[src/rtl/alu_defs.sv]
// rtl/alu_defs.sv - shared ALU select, opcode/funct constants and decoded-bundle type
package alu_defs;

    localparam int DATA_W = 32;

    typedef enum logic [2:0] {
        ALU_FORWARD = 3'b000,
        ALU_ADD     = 3'b001,
        ALU_AND     = 3'b010,
        ALU_OR      = 3'b011,
        ALU_MUL     = 3'b100,
        ALU_SHIFT   = 3'b101
    } alu_sel_e;

    localparam logic [6:0] OPC_OP_IMM = 7'b0010011;
    localparam logic [6:0] OPC_OP     = 7'b0110011;
    localparam logic [6:0] OPC_LUI    = 7'b0110111;

    localparam logic [2:0] F3_ADD = 3'b000;
    localparam logic [2:0] F3_SLL = 3'b001;
    localparam logic [2:0] F3_SRL = 3'b101;
    localparam logic [2:0] F3_OR  = 3'b110;
    localparam logic [2:0] F3_AND = 3'b111;

    localparam logic [6:0] F7_BASE   = 7'b0000000;
    localparam logic [6:0] F7_MULDIV = 7'b0000001;

    typedef struct packed {
        logic [DATA_W-1:0] data1;
        logic [DATA_W-1:0] data2;
        alu_sel_e          alu_select;
        logic [4:0]        rd;
        logic              reg_write_en;
        logic              illegal;
    } decoded_t;

endpackage

[src/rtl/rv32_alu_decoder.sv]
// rtl/rv32_alu_decoder.sv - combinational RV32 decode of the ALU subset into an ID/EX bundle
module rv32_alu_decoder
    import alu_defs::*;
(
    input  logic [31:0]       instr,
    input  logic [DATA_W-1:0] rs1_data,
    input  logic [DATA_W-1:0] rs2_data,
    output logic [4:0]        rs1_addr,
    output logic [4:0]        rs2_addr,
    output decoded_t          dec
);

    logic [6:0]        opcode;
    logic [2:0]        funct3;
    logic [6:0]        funct7;
    logic [4:0]        rd;
    logic [DATA_W-1:0] imm_i;
    logic              legal;

    assign opcode   = instr[6:0];
    assign rd       = instr[11:7];
    assign funct3   = instr[14:12];
    assign rs1_addr = instr[19:15];
    assign rs2_addr = instr[24:20];
    assign funct7   = instr[31:25];
    assign imm_i    = {{(DATA_W-12){instr[31]}}, instr[31:20]};

    always_comb begin
        dec            = '0;
        legal          = 1'b0;
        dec.rd         = rd;
        dec.alu_select = ALU_FORWARD;
        case (opcode)
            OPC_OP_IMM: begin
                dec.data1 = rs1_data;
                case (funct3)
                    F3_ADD: begin legal = 1'b1; dec.alu_select = ALU_ADD; dec.data2 = imm_i; end
                    F3_AND: begin legal = 1'b1; dec.alu_select = ALU_AND; dec.data2 = imm_i; end
                    F3_OR:  begin legal = 1'b1; dec.alu_select = ALU_OR;  dec.data2 = imm_i; end
                    F3_SLL, F3_SRL: begin
                        if (funct7 == F7_BASE) begin
                            legal          = 1'b1;
                            dec.alu_select = ALU_SHIFT;
                            // bit 5 tells the shifter the direction; low bits are the shamt
                            dec.data2      = {{(DATA_W-6){1'b0}}, funct3 == F3_SRL, instr[24:20]};
                        end
                    end
                    default: ;
                endcase
            end
            OPC_OP: begin
                dec.data1 = rs1_data;
                dec.data2 = rs2_data;
                if (funct7 == F7_BASE) begin
                    case (funct3)
                        F3_ADD: begin legal = 1'b1; dec.alu_select = ALU_ADD; end
                        F3_AND: begin legal = 1'b1; dec.alu_select = ALU_AND; end
                        F3_OR:  begin legal = 1'b1; dec.alu_select = ALU_OR;  end
                        F3_SLL, F3_SRL: begin
                            legal          = 1'b1;
                            dec.alu_select = ALU_SHIFT;
                            dec.data2      = {{(DATA_W-6){1'b0}}, funct3 == F3_SRL, rs2_data[4:0]};
                        end
                        default: ;
                    endcase
                end else if (funct7 == F7_MULDIV && funct3 == F3_ADD) begin
                    legal          = 1'b1;
                    dec.alu_select = ALU_MUL;
                end
            end
            OPC_LUI: begin
                legal          = 1'b1;
                dec.alu_select = ALU_FORWARD;
                dec.data1      = '0;
                dec.data2      = {instr[31:12], 12'b0};
            end
            default: ;
        endcase

        // unsupported encodings still travel down the pipe, but as an inert bundle
        if (!legal) begin
            dec.data1      = '0;
            dec.data2      = '0;
            dec.alu_select = ALU_FORWARD;
        end
        dec.illegal      = !legal;
        dec.reg_write_en = legal && (rd != 5'd0);
    end

endmodule

[src/rtl/alu_decode_stage.sv]
// rtl/alu_decode_stage.sv - ID stage: decode, operand read and ID/EX register with valid/ready
module alu_decode_stage
    import alu_defs::*;
#(
    parameter int XLEN  = 32,
    parameter int CNT_W = 16
) (
    input  logic             CLK,
    input  logic             RESET,
    input  logic [31:0]      INSTR_IN,
    input  logic [31:0]      PC_IN,
    input  logic             IN_VALID,
    output logic             IN_READY,
    output logic [4:0]       RS1_ADDR,
    output logic [4:0]       RS2_ADDR,
    input  logic [XLEN-1:0]  RS1_DATA,
    input  logic [XLEN-1:0]  RS2_DATA,
    input  logic             FLUSH,
    input  logic             OUT_READY,
    output logic             OUT_VALID,
    output logic [XLEN-1:0]  DATA1,
    output logic [XLEN-1:0]  DATA2,
    output logic [2:0]       ALU_SELECT,
    output logic [4:0]       RD_ADDR,
    output logic             REG_WRITE_EN,
    output logic             ILLEGAL,
    output logic [31:0]      PC_OUT,
    output logic [CNT_W-1:0] STALL_COUNT
);

    decoded_t   dec_next;
    decoded_t   bundle;
    logic       out_valid_q;
    logic [31:0] pc_q;
    logic [CNT_W-1:0] stall_q;
    logic       transfer;

    rv32_alu_decoder u_decoder (
        .instr    (INSTR_IN),
        .rs1_data (RS1_DATA),
        .rs2_data (RS2_DATA),
        .rs1_addr (RS1_ADDR),
        .rs2_addr (RS2_ADDR),
        .dec      (dec_next)
    );

    assign IN_READY = !out_valid_q || OUT_READY;
    assign transfer = IN_VALID && IN_READY;

    always_ff @(posedge CLK or posedge RESET) begin
        if (RESET) begin
            out_valid_q <= 1'b0;
            bundle      <= '0;
            pc_q        <= '0;
            stall_q     <= '0;
        end else begin
            if (FLUSH) begin
                out_valid_q <= 1'b0;
            end else if (transfer) begin
                out_valid_q <= 1'b1;
                bundle      <= dec_next;
                pc_q        <= PC_IN;
            end else if (out_valid_q && OUT_READY) begin
                out_valid_q <= 1'b0;
            end

            if (out_valid_q && !OUT_READY && !FLUSH && stall_q != {CNT_W{1'b1}}) begin
                stall_q <= stall_q + 1'b1;
            end
        end
    end

    assign OUT_VALID    = out_valid_q;
    assign DATA1        = bundle.data1;
    assign DATA2        = bundle.data2;
    assign ALU_SELECT   = bundle.alu_select;
    assign RD_ADDR      = bundle.rd;
    assign REG_WRITE_EN = bundle.reg_write_en;
    assign ILLEGAL      = bundle.illegal;
    assign PC_OUT       = pc_q;
    assign STALL_COUNT  = stall_q;

endmodule

[config.mk]
export PLATFORM = sky130hd
export DESIGN_NAME = alu_decode_stage
export DESIGN_NICKNAME = d
export VERILOG_FILES = /design/src/rtl/alu_defs.sv /design/src/rtl/rv32_alu_decoder.sv /design/src/rtl/alu_decode_stage.sv
export SDC_FILE = /design/constraint.sdc
export NUM_CORES = 1
export LEC_CHECK = 0
export BUFFER_PORTS_ARGS = -buffer_cell sky130_fd_sc_hd__buf_4
export CORE_MARGIN = 2
export CORE_UTILIZATION = 48
export CTS_BUF_LIST = sky130_fd_sc_hd__clkbuf_8
export DETAILED_ROUTE_END_ITERATION = 8
export PLACE_DENSITY = 0.81
export SLEW_MARGIN = 20
export SYNTH_ARGS = -nofsm -noshare
export SYNTH_HDL_FRONTEND = slang
export SYNTH_SLANG_ARGS = --single-unit
[constraint.sdc]
create_clock -name CLK -period 4.9 [get_ports CLK]
set_input_delay 0.735 -clock CLK [delete_from_list [all_inputs] [get_ports CLK]]
set_output_delay 0.735 -clock CLK [all_outputs]
set_load 0.05 [all_outputs]
==> summary.txt, run 1 <==
Setup path
  – Slowest-stage cell, CP: nor3_4
  – Critical-path maximum fanout: 21
  – WP data arrival: 2900 ps
  – Critical Path End Type: flop
  – CP Launch Type: input pin
  – CP max stage delay: 570 ps
  – Worst Path Required: 5190 ps
  – Critical Path Most Common Cell: buf_4
  – Buf+Inv Stages, Crit Path: 2
  – CP Cell Sequence: buf_4, and3b_1, and3_1, o21bai_1, nor3_4, buf_4, nor3_2
  – Top delay family on crit path: simple AND/OR/NAND/NOR gates
  – CP Class: in2reg

Place
  – Post-DP Area: 0.00744 mm2
  – # placed instances: 890
  – Worst slack, placed: 1890 ps
  – Post-DP HPWL: 12.5 mm
  – GPL Wtd Cong: 0.943
  – Port buffer count: 266

CTS
  – TritonCTS buffer count: 17
  – Max clock buf depth: 2
  – Clk slew on worst S/H paths: 70 ps
  – Hold buffers post-CTS: 0
  – CTS tree: done
  – Post-CTS Setup Inserts: 0
  – CTS sink count: 123
  – Clock latency on the worst-skew pair: 420 ps
  – Clock Tree Root: clkbuf_8
  – Post-CTS resize count: 0
  – Htree depth: 4

Synth
  – Largest family of logic cells by synthesized area: simple AND/OR/NAND/NOR gates
  – Syn Area/Cell: 10.4 um2
  – Top cells by count, synth: 127 x nand2_1, 123 x dfrtp_1, 44 x nor2_1
  – Cells after Synth: 522
  – Post-synthesis xor/xnor area fraction: 2.41%
  – Post-Syn Area: 0.00545 mm2
  – Top-count cell post-synth: nand2_1
  – Adder-Cell Fraction of Synth Area: 0.230%
  – Unique cell type count in the Yosys netlist: 57
  – Leading area contributor after synthesis: dfrtp_1
  – Top cells by area, synth: dfrtp_1 56%, nand2_1 8.8%, a22o_1 5.3%
  – Number of flops mapped to enable cells by yosys: 0
  – Post-synthesis sequential area ratio: 56.5%
  – Synth Area in Simple Gates: 21.8%
  – Post-synthesis mux area share: 0.390%
  – Flop and latch count out of synthesis: 123
  – Most used DFF post-synth: dfrtp_1
  – Mapped Nets: 656
  – Yosys top cell area share: 56.5%
  – Compound-Gate Fraction of Synth Area: 14.1%
  – YS warnings: 0
  – Asr flop ratio synth: 100%

Routing
  – Via density: 5.52
  – DRC viols: 0
  – Final WL: 16.8 mm
  – Via count: 5,088
  – DRT iter0 DRCs: 420
  – Antenna viol nets, final: 0
  – 1st-pass router iterations: 6
  – Wire length per cell: 18.2 um

Global routing
  – Global Route Usage Sum: 27.7%
  – Largest net degree at the start of global routing: 87
  – Vias in the first global route: 5,059
  – Gr ovfl total: 0
  – Initial antenna violation count: 0
  – First-pass GRT wire length: 27.0 mm

Timing
  – Final Skew: 8.74 ps
  – RSZ-0062 raised after global routing: false
  – # setup viols final: 0
  – Final slew viol count: 0
  – Fmax: 383 MHz
  – Fin crit share: 53.2%
  – Final Hold Viols: 0
  – Slew margin rel.: 31.5%
  – Crit path time final: 2610 ps
  – Final setup TNS: 0 ps
  – Worst Max-Slew Pin Slew: 1010 ps
  – Hold Slack: 447 ps
  – Final WS setup: 2290 ps

Cells and area
  – Post-layout instance count excluding filler cells: 922
  – Net count, final: 903
  – Fraction of layout cells with a size suffix above 1: 42.6%
  – Final Core Density: 71.8%
  – N_diodes: 0
  – Area delta synth->final: 44.2%
  – Final Instance Area: 0.00786 mm2
  – Filler cells: 835

Power and ir drop
  – Total Power: 2.87 mW
  – Pwr dens: 365 mW/mm2
  – Max rail drop VDD: 350 uV
  – Lkg Pwr: 4.05 nW

Status
  – Outcome: finished, final reports clean

Floorplan
  – Die width: 111 um
  – Starting Density: 49.8%
  – Std cell rows: 38
  – I/O Pins: 267
  – DIE HEIGHT: 111 um
  – Full die area: 0.0122 mm2
  – Core ar.: 0.0109 mm2

Flow run
  – Max-Cap Viols: 0

Min path
  – Min-Delay Path Class: in2async
## worst paths after layout
check,from,endpoint,slack (ps),depth (start not counted)
worst min register to register,PC_OUT[1]$_DFFE_PP0P_,PC_OUT[1]$_DFFE_PP0P_,480,2
worst max register to register,OUT_VALID$_DFFE_PP0P_,DATA2[16]$_DFFE_PP0P_,2460,7
worst min-delay path,RESET,STALL_COUNT[13]$_DFFE_PP0P_,450,2
min in group CLK,PC_OUT[1]$_DFFE_PP0P_,PC_OUT[1]$_DFFE_PP0P_,480,2
max in group asynchronous,RESET,DATA1[18]$_DFFE_PP0P_,3470,3
worst max-delay path,INSTR_IN[0],DATA2[3]$_DFFE_PP0P_,2290,7
## registers in the layout, indices dropped and copies added (netlist names)
signal / flops
ALU_SELECT: 3
DATA1: 32
DATA2: 32
ILLEGAL: 1
OUT_VALID: 1
PC_OUT: 32
RD_ADDR: 5
REG_WRITE_EN: 1
STALL_COUNT: 16
## layer usage
| layer | global-route usage (%) | share of wire (%) | vias up |
|---|---|---|---|
| met1 | 34.3 | 39 | 2449 |
| li1 | - | - | 2324 |
| met5 | 0 | 0 | - |
| met2 | 45.1 | 50 | 284 |
| met3 | 9.33 | 9.2 | 31 |
| met4 | 10.8 | 2.6 | 0 |
## report_power, final
part / total (mW) / internal (mW) / switching [mW]
sequential: 1.17 / 1.10 / 0.0691
clock: 0.917 / 0.502 / 0.415
combinational: 0.782 / 0.255 / 0.527
total: 2.87 / 1.86 / 1.01
## cell families after synthesis
| logic type | Yosys count |
|---|---|
| fa+ha+maj | 1 |
| flops | 123 |
| simple gates | 238 |
| mux | 2 |
| buf+inv | 51 |
| xor+xnor | 15 |
| compound gates | 92 |
## area by class of cell
cell class | instances | area (um2) | share of cell area (%)
clock inverters | 15 | 176 | 2.25
inverters | 8 | 35.0 | 0.446
well taps | 140 | 175 | 2.23
flip-flops and latches | 123 | 3080 | 39.2
multi-input cells | 348 | 2120 | 27.0
clock buffers | 17 | 234 | 2.98
repair buffers | 271 | 2030 | 25.9
## cell usage in the layout (no fill, tap or decap), types with 3 or more instances in the layout
| cell type | n |
|---|---|
| a21oi_1 | 4 |
| a221oi_1 | 25 |
| a22o_1 | 33 |
| a22oi_1 | 6 |
| buf_4 | 271 |
| bufinv_16 | 3 |
| clkbuf_8 | 17 |
| clkinv_2 | 4 |
| clkinv_4 | 5 |
| clkinvlp_4 | 3 |
| dfrtp_1 | 123 |
| inv_1 | 6 |
| nand2_1 | 127 |
| nand3_1 | 4 |
| nand4_1 | 7 |
| nor2_1 | 44 |
| nor2b_1 | 3 |
| nor3_1 | 11 |
| nor3_2 | 18 |
| o31ai_1 | 6 |
| xnor2_1 | 7 |
| xor2_1 | 8 |
(Power assumes the default switching activity.)
==> run 2: changes to the inputs <==
Settings changed: ABC_AREA set to 1, CORE_UTILIZATION 48 to 45, PLACE_DENSITY 0.81 to 0.77.
Clock period 4.9 ns to 2.25 ns, I/O delays scaled along.
==> run 2 against run 1 <==
Via count grew 23%; register-to-register slack lost 2000 ps; sequential power rose by 110%; synthesized cell count increased by 63%; utilization shrank 7.6 points; cell area is 14% higher; clock skew decreased by 1.6 ps; first-iteration DRC count down 4.3%; critical endpoint is now STALL_COUNT[13]$_DFFE_PP0P_; critical path type is now reg2reg.
==> summary.txt, run 2 <==
Timing
  – Fmax: 572 MHz
  – Final setup TNS: 0 ps (unchanged)
  – Final Hold Viols: 0 (unchanged)
  – # setup viols final: 0 (unchanged)
  – Final WS setup: 501 ps (was 2290 ps)
  – Final Skew: 7.12 ps (was 8.74 ps)
  – Fin crit share: 77.7%
  – Slew margin rel.: 55.2% (was 31.5%)
  – RSZ-0062 raised after global routing: false (unchanged)
  – Crit path time final: 1750 ps
  – Final slew viol count: 0 (unchanged)
  – Worst Max-Slew Pin Slew: 673 ps (was 1010 ps)

Floorplan
  – Std cell rows: 43 (was 38)
  – Starting Density: 46.4% (was 49.8%)
  – Die width: 124 um (was 111 um)
  – Core ar.: 0.0139 mm2 (was 0.0109 mm2)
  – I/O Pins: 267 (unchanged)
  – DIE HEIGHT: 124 um (was 111 um)
  – Full die area: 0.0153 mm2 (was 0.0122 mm2)

Status
  – Outcome: finished, final reports clean (unchanged)

Setup path
  – WP data arrival: 2080 ps (was 2900 ps)
  – Critical Path End Type: flop (unchanged)
  – CP Launch Type: flop (was input pin)
  – CP Cell Sequence: ha_1, nand3_1, nor3_2, nand3_1, nand2_4, inv_4, nand2_1, o21ai_2 (was buf_4, and3b_1, and3_1, o21bai_1, nor3_4, buf_4, nor3_2)
  – Slowest-stage cell, CP: dfrtp_1 (was nor3_4)
  – Critical-path maximum fanout: 17 (was 21)
  – Critical Path Most Common Cell: nand3_1 (was buf_4)
  – CP Class: reg2reg (was in2reg)
  – CP max stage delay: 420 ps (was 570 ps)
  – Worst Path Required: 2580 ps (was 5190 ps)

Routing
  – Via count: 6,276 (was 5,088)
  – DRC viols: 0 (unchanged)
  – Final WL: 18.7 mm (was 16.8 mm)
  – DRT iter0 DRCs: 402 (was 420)
  – Via density: 4.87 (was 5.52)
  – 1st-pass router iterations: 5 (was 6)
  – Wire length per cell: 14.5 um (was 18.2 um)
  – Antenna viol nets, final: 0 (unchanged)

Place
  – Port buffer count: 266 (unchanged)
  – GPL Wtd Cong: 0.926 (was 0.943)
  – Post-DP HPWL: 13.1 mm (was 12.5 mm)
  – Worst slack, placed: 460 ps (was 1890 ps)

Synth
  – Post-synthesis sequential area ratio: 47.6% (was 56.5%)
  – YS warnings: 0 (unchanged)
  – Mapped Nets: 986 (was 656)
  – Syn Area/Cell: 7.59 um2 (was 10.4 um2)
  – Most used DFF post-synth: dfrtp_1 (unchanged)
  – Yosys top cell area share: 47.6% (was 56.5%)
  – Number of flops mapped to enable cells by yosys: 0 (unchanged)
  – Top cells by count, synth: 328 x nand2_1, 135 x nand3_1, 123 x dfrtp_1 (was 127 x nand2_1, 123 x dfrtp_1, 44 x nor2_1)
  – Top cells by area, synth: dfrtp_1 48%, nand2_1 19%, nand3_1 10% (was dfrtp_1 56%, nand2_1 8.8%, a22o_1 5.3%)
  – Flop and latch count out of synthesis: 123 (unchanged)
  – Asr flop ratio synth: 100% (unchanged)
  – Unique cell type count in the Yosys netlist: 31 (was 57)
  – Leading area contributor after synthesis: dfrtp_1 (unchanged)
  – Top-count cell post-synth: nand2_1 (unchanged)
  – Post-Syn Area: 0.00647 mm2 (was 0.00545 mm2)
  – Cells after Synth: 852 (was 522)

CTS
  – TritonCTS buffer count: 17 (unchanged)
  – CTS sink count: 123 (unchanged)
  – Post-CTS resize count: 0 (unchanged)
  – Clock Tree Root: clkbuf_8 (unchanged)
  – Max clock buf depth: 2 (unchanged)
  – Clk slew on worst S/H paths: 70 ps (about the same)
  – Htree depth: 4 (unchanged)
  – Clock latency on the worst-skew pair: 450 ps (was 420 ps)
  – Post-CTS Setup Inserts: 0 (unchanged)
  – CTS tree: done (unchanged)
  – Hold buffers post-CTS: 0 (unchanged)

Global routing
  – Gr ovfl total: 0 (unchanged)
  – Largest net degree at the start of global routing: 124 (was 87)
  – Initial antenna violation count: 0 (unchanged)
  – Vias in the first global route: 5,829 (was 5,059)
  – Global Route Usage Sum: 24.3% (was 27.7%)
  – First-pass GRT wire length: 28.8 mm (was 27.0 mm)

Cells and area
  – Most frequent cells in the layout: 328 x nand2_1, 275 x buf_4, 135 x nand3_1 (was 271 x buf_4, 127 x nand2_1, 123 x dfrtp_1)
  – Most common cell after layout, fill and taps aside: nand2_1 (was buf_4)
  – Fraction of layout cells with a size suffix above 1: 34.2% (was 42.6%)
  – Area delta synth->final: 38.4% (was 44.2%)
  – Net count, final: 1,229 (was 903)

Min path
  – Min-Delay Path Class: in2async (unchanged)

Flow run
  – Max-Cap Viols: 0 (unchanged)

Power and ir drop
  – Max rail drop VDD: 373 uV (was 350 uV)
  – Pwr dens: 671 mW/mm2 (was 365 mW/mm2)
  – Lkg Pwr: 5.16 nW (was 4.05 nW)
  – Total Power: 6.00 mW (was 2.87 mW)
run 2: stage by stage:
stage / instance area (um2) / util [%] / std cells / hold slack [ps]
final: 8950 / 64.2 / 1289 / 67.3
after global routing: 8950 / 64.2 / 1288 / 67.2
after CTS: 8950 / 64.2 / 1288 / 51.6
after detailed placement: 8560 / 61.4 / 1256 / 460
after global placement: 8560 / 61.4 / 1256 / 456
after floorplan: 6470 / - / 852 / 401
run 2: logic make-up after synthesis:
logic type	share of synthesized area, %
flip-flops	47.6
adder cells (fa/ha/maj)	0.193
AO/OA/AOI/OAI	1.63
AND/OR/NAND/NOR	39.6
XOR/XNOR	1.49
buffers and inverters	9.50
run 2: report_power, final:
group,internal [mW],switching (mW)
Clock,1.01,0.944
Combinational,0.506,1.04
Sequential,2.37,0.136
Total,3.89,2.12
run 2: critical path: cells and delay by family (launching register included):
| kind | cells | cell delay (ps) |
|---|---|---|
| flip-flops | 1 | 420 |
| AO/OA/AOI/OAI | 1 | 50 |
| buffers and inverters | 1 | 120 |
| adder cells (fa/ha/maj) | 1 | 290 |
| AND/OR/NAND/NOR | 5 | 770 |
run 2: worst paths after layout:
check | cells past startpoint | end | slack (ps) | from
worst max-delay path | 8 | STALL_COUNT[13]$_DFFE_PP0P_ | 500 | STALL_COUNT[0]$_DFFE_PP0P_
max in group asynchronous | 3 | DATA1[27]$_DFFE_PP0P_ | 1670 | RESET
worst min register to register | 2 | PC_OUT[23]$_DFFE_PP0P_ | 480 | PC_OUT[23]$_DFFE_PP0P_
worst max register to register | 8 | STALL_COUNT[13]$_DFFE_PP0P_ | 500 | STALL_COUNT[0]$_DFFE_PP0P_
worst min-delay path | 3 | STALL_COUNT[4]$_DFFE_PP0P_ | 70 | RESET
min in group CLK | 2 | OUT_VALID$_DFFE_PP0P_ | 80 | FLUSH
run 2: final cells by class:
class,instances,area [um2]
fillers,1299,4980
flip-flops and latches,123,3080
multi-input cells,599,2790
repair buffers,281,2180
inverters,73,282
clock buffers,18,248
well taps,180,225
clock inverters,14,143
diodes,1,2.50
run 2: routing by layer:
layer  vias to the layer above  GRT usage (%)  routed length (um)
met4                         0           9.45                 316
met3                        24           6.78                1530
li1                       3134              -                   -
met5                         -              0                   0
met1                      2895           30.8                7870
met2                       223           39.5                8950
==> run 3: changes to the inputs <==
Settings changed: ABC_AREA 1 to 0, CORE_UTILIZATION 45 to 43.
Clock period 2.25 ns to 1.6 ns, I/O delays scaled along.
==> run 3 against run 2 <==
The flow now finishes with violations (setup timing); utilization is 11 points higher; worst hold slack worse by 38 ps; cell count is 17% lower; via count is 11% lower; cell area is 4.5% higher; worst setup slack worse by 620 ps; largest cell class is now buffers; highest routed layer unchanged.
==> summary.txt, run 3 (synthesized netlist as in run 1, its figures left out) <==
Cells and area
  – Final Instance Area: 0.00936 mm2 (was 0.00895 mm2)
  – Most common cell after layout, fill and taps aside: buf_4 (was nand2_1)
  – Area delta synth->final: 71.8% (was 38.4%)
  – Most frequent cells in the layout: 317 x buf_4, 126 x nand2_1, 107 x dfrtp_1 (was 328 x nand2_1, 275 x buf_4, 135 x nand3_1)
  – Post-layout instance count excluding filler cells: 1,072 (was 1,289)
  – Fraction of layout cells with a size suffix above 1: 50.4% (was 34.2%)
  – Net count, final: 1,021 (was 1,229)
  – N_diodes: 0 (was 1)

Timing
  – Final setup TNS: -2700 ps (was 0 ps)
  – Final slew viol count: 0 (unchanged)
  – Final Skew: 7.64 ps (was 7.12 ps)
  – Final Hold Viols: 0 (unchanged)
  – Hold Slack: 29.4 ps (was 67.3 ps)
  – Final WS setup: -117 ps (was 501 ps)
  – Crit path time final: 1720 ps (was 1750 ps)
  – # setup viols final: 60 (was 0)
  – RSZ-0062 raised after global routing: true (was false)
  – Slew margin rel.: 69.7% (was 55.2%)
  – Worst Max-Slew Pin Slew: 453 ps (was 673 ps)
  – Fin crit share: 107% (was 77.7%)
  – Fmax: 583 MHz (was 572 MHz)

Setup path
  – Critical Path End Type: flop (unchanged)
  – Buf+Inv Stages, Crit Path: 2 (was 1)
  – Flop2flop setup slack: -120 ps (was 500 ps)
  – CP Cell Sequence: nor2b_4, buf_6, nor3b_4, nand3_2, o21ba_4, buf_12, a22o_1 (was ha_1, nand3_1, nor3_2, nand3_1, nand2_4, inv_4, nand2_1, o21ai_2)
  – Critical-path maximum fanout: 16 (was 17)
  – CP Launch Type: flop (unchanged)
  – Slowest-stage cell, CP: dfrtp_2 (was dfrtp_1)
  – Top delay family on crit path: simple AND/OR/NAND/NOR gates (unchanged)
  – WP data arrival: 2080 ps (about the same)
  – Reg2reg start: OUT_VALID$_DFFE_PP0P_ (was STALL_COUNT[0]$_DFFE_PP0P_)
  – FF-to-FF End: DATA1[14]$_DFFE_PP0P_ (was STALL_COUNT[13]$_DFFE_PP0P_)
  – Worst Reg-to-Reg Cells: 7 (was 8)
  – Worst Path Required: 1970 ps (was 2580 ps)
  – CP max stage delay: 410 ps (was 420 ps)
  – CP Class: reg2reg (unchanged)

Routing
  – Antenna viol nets, final: 0 (unchanged)
  – Wire length per cell: 17.8 um (was 14.5 um)
  – Via density: 5.21 (was 4.87)
  – Final WL: 19.1 mm (was 18.7 mm)
  – DRC viols: 0 (unchanged)
  – DRT iter0 DRCs: 379 (was 402)
  – Via count: 5,580 (was 6,276)
  – 1st-pass router iterations: 4 (was 5)

Place
  – GPL Wtd Cong: 0.876 (was 0.926)
  – Post-DP HPWL: 13.3 mm (was 13.1 mm)
  – Port buffer count: 266 (unchanged)
  – Post-DP Area: 0.00833 mm2 (was 0.00856 mm2)
  – # placed instances: 979 (was 1,256)

Floorplan
  – Full die area: 0.0136 mm2 (was 0.0153 mm2)
  – I/O Pins: 267 (unchanged)
  – Core ar.: 0.0125 mm2 (was 0.0139 mm2)
  – DIE HEIGHT: 117 um (was 124 um)
  – Die width: 117 um (was 124 um)
  – Std cell rows: 41 (was 43)
  – Starting Density: 43.5% (was 46.4%)

CTS
  – Htree depth: 4 (unchanged)
  – CTS sink count: 123 (unchanged)
  – TritonCTS buffer count: 17 (unchanged)
  – CTS tree: done (unchanged)
  – Clock latency on the worst-skew pair: 430 ps (was 450 ps)
  – Max clock buf depth: 2 (unchanged)
  – Clk slew on worst S/H paths: 80 ps (was 70 ps)
  – Clock Tree Root: clkbuf_8 (unchanged)

Global routing
  – Vias in the first global route: 5,727 (was 5,829)
  – Initial antenna violation count: 0 (unchanged)
  – Largest net degree at the start of global routing: 62 (was 124)
  – Global Route Usage Sum: 27.6% (was 24.3%)
  – First-pass GRT wire length: 28.8 mm (about the same)
  – Gr ovfl total: 0 (unchanged)

Min path
  – Min-Delay Path Class: in2reg (was in2async)
  – Worst Hold Depth: 2
  – Min-delay src: RS1_DATA[4]
  – WHS Endpoint: DATA1[4]$_DFFE_PP0P_

Flow run
  – Max-Cap Viols: 0 (unchanged)

Power and ir drop
  – Lkg Pwr: 4.73 nW (was 5.16 nW)
  – Max rail drop VDD: 547 uV (was 373 uV)
  – Pwr dens: 967 mW/mm2 (was 671 mW/mm2)

Status
  – Violated checks: setup timing
  – Outcome: finished with violations (was finished, final reports clean)
==> run 3: area by class of cell <==
cell class                 instances  area [um2]
clock buffer                      18         248
clock inverter                    14         121
fill                             879        3160
inverter                           8        38.8
multi-input combinational        348        2370
sequential                       123        3100
tap                              172         215
timing repair buffer             389        3270
==> run 3: how the worst max path moves through the flow <==
| stage | cells after the start | endpoint | slack, ps | start |
|---|---|---|---|---|
| detailed placement | 7 | DATA2[27]$_DFFE_PP0P_ | -240 | INSTR_IN[27] |
| CTS | 6 | STALL_COUNT[15]$_DFFE_PP0P_ | -110 | STALL_COUNT[1]$_DFFE_PP0P_ |
| global placement | 7 | DATA2[11]$_DFFE_PP0P_ | -160 | INSTR_IN[3] |
| global route | 6 | STALL_COUNT[15]$_DFFE_PP0P_ | -180 | STALL_COUNT[1]$_DFFE_PP0P_ |
| floorplan | 1 | OUT_VALID$_DFFE_PP0P_ | -280 | RESET |
| finish | 7 | DATA1[14]$_DFFE_PP0P_ | -120 | OUT_VALID$_DFFE_PP0P_ |
==> run 3: per-stage QoR <==
stage               power (mW)  util (%)  setup WS (ps)
floorplan                 5.21         -           -281
global route              9.45      74.8           -179
CTS                       9.02      74.1           -106
finish                    9.05      74.8           -117
detailed placement        6.29      66.5           -240
global placement          6.22      66.5           -162
==> run 3: layer usage <==
layer	up-vias	GRT usage, %	routed length, um
met1	2742	33.5	7730
met2	234	46.8	9400
met4	0	11.2	529
met5	-	0	0
met3	51	7.37	1470
li1	2553	-	-
==> run 3: repair_timing <==
item                                   in CTS  in global routing
setup endpoints to repair                   7                 93
endpoints found under the hold margin     172                  1
hold buffers                               50                  1
gates cloned                                0                  2
pin swaps                                  15                 11
buffers inserted                            7                  1
resized for setup                           4                  7
==> run 3: power by group <==
| part | switching (mW) | internal, mW | total [mW] |
|---|---|---|---|
| clock | 1.30 | 1.26 | 2.56 |
| sequential | 0.186 | 3.38 | 3.57 |
| combinational | 1.78 | 1.14 | 2.91 |
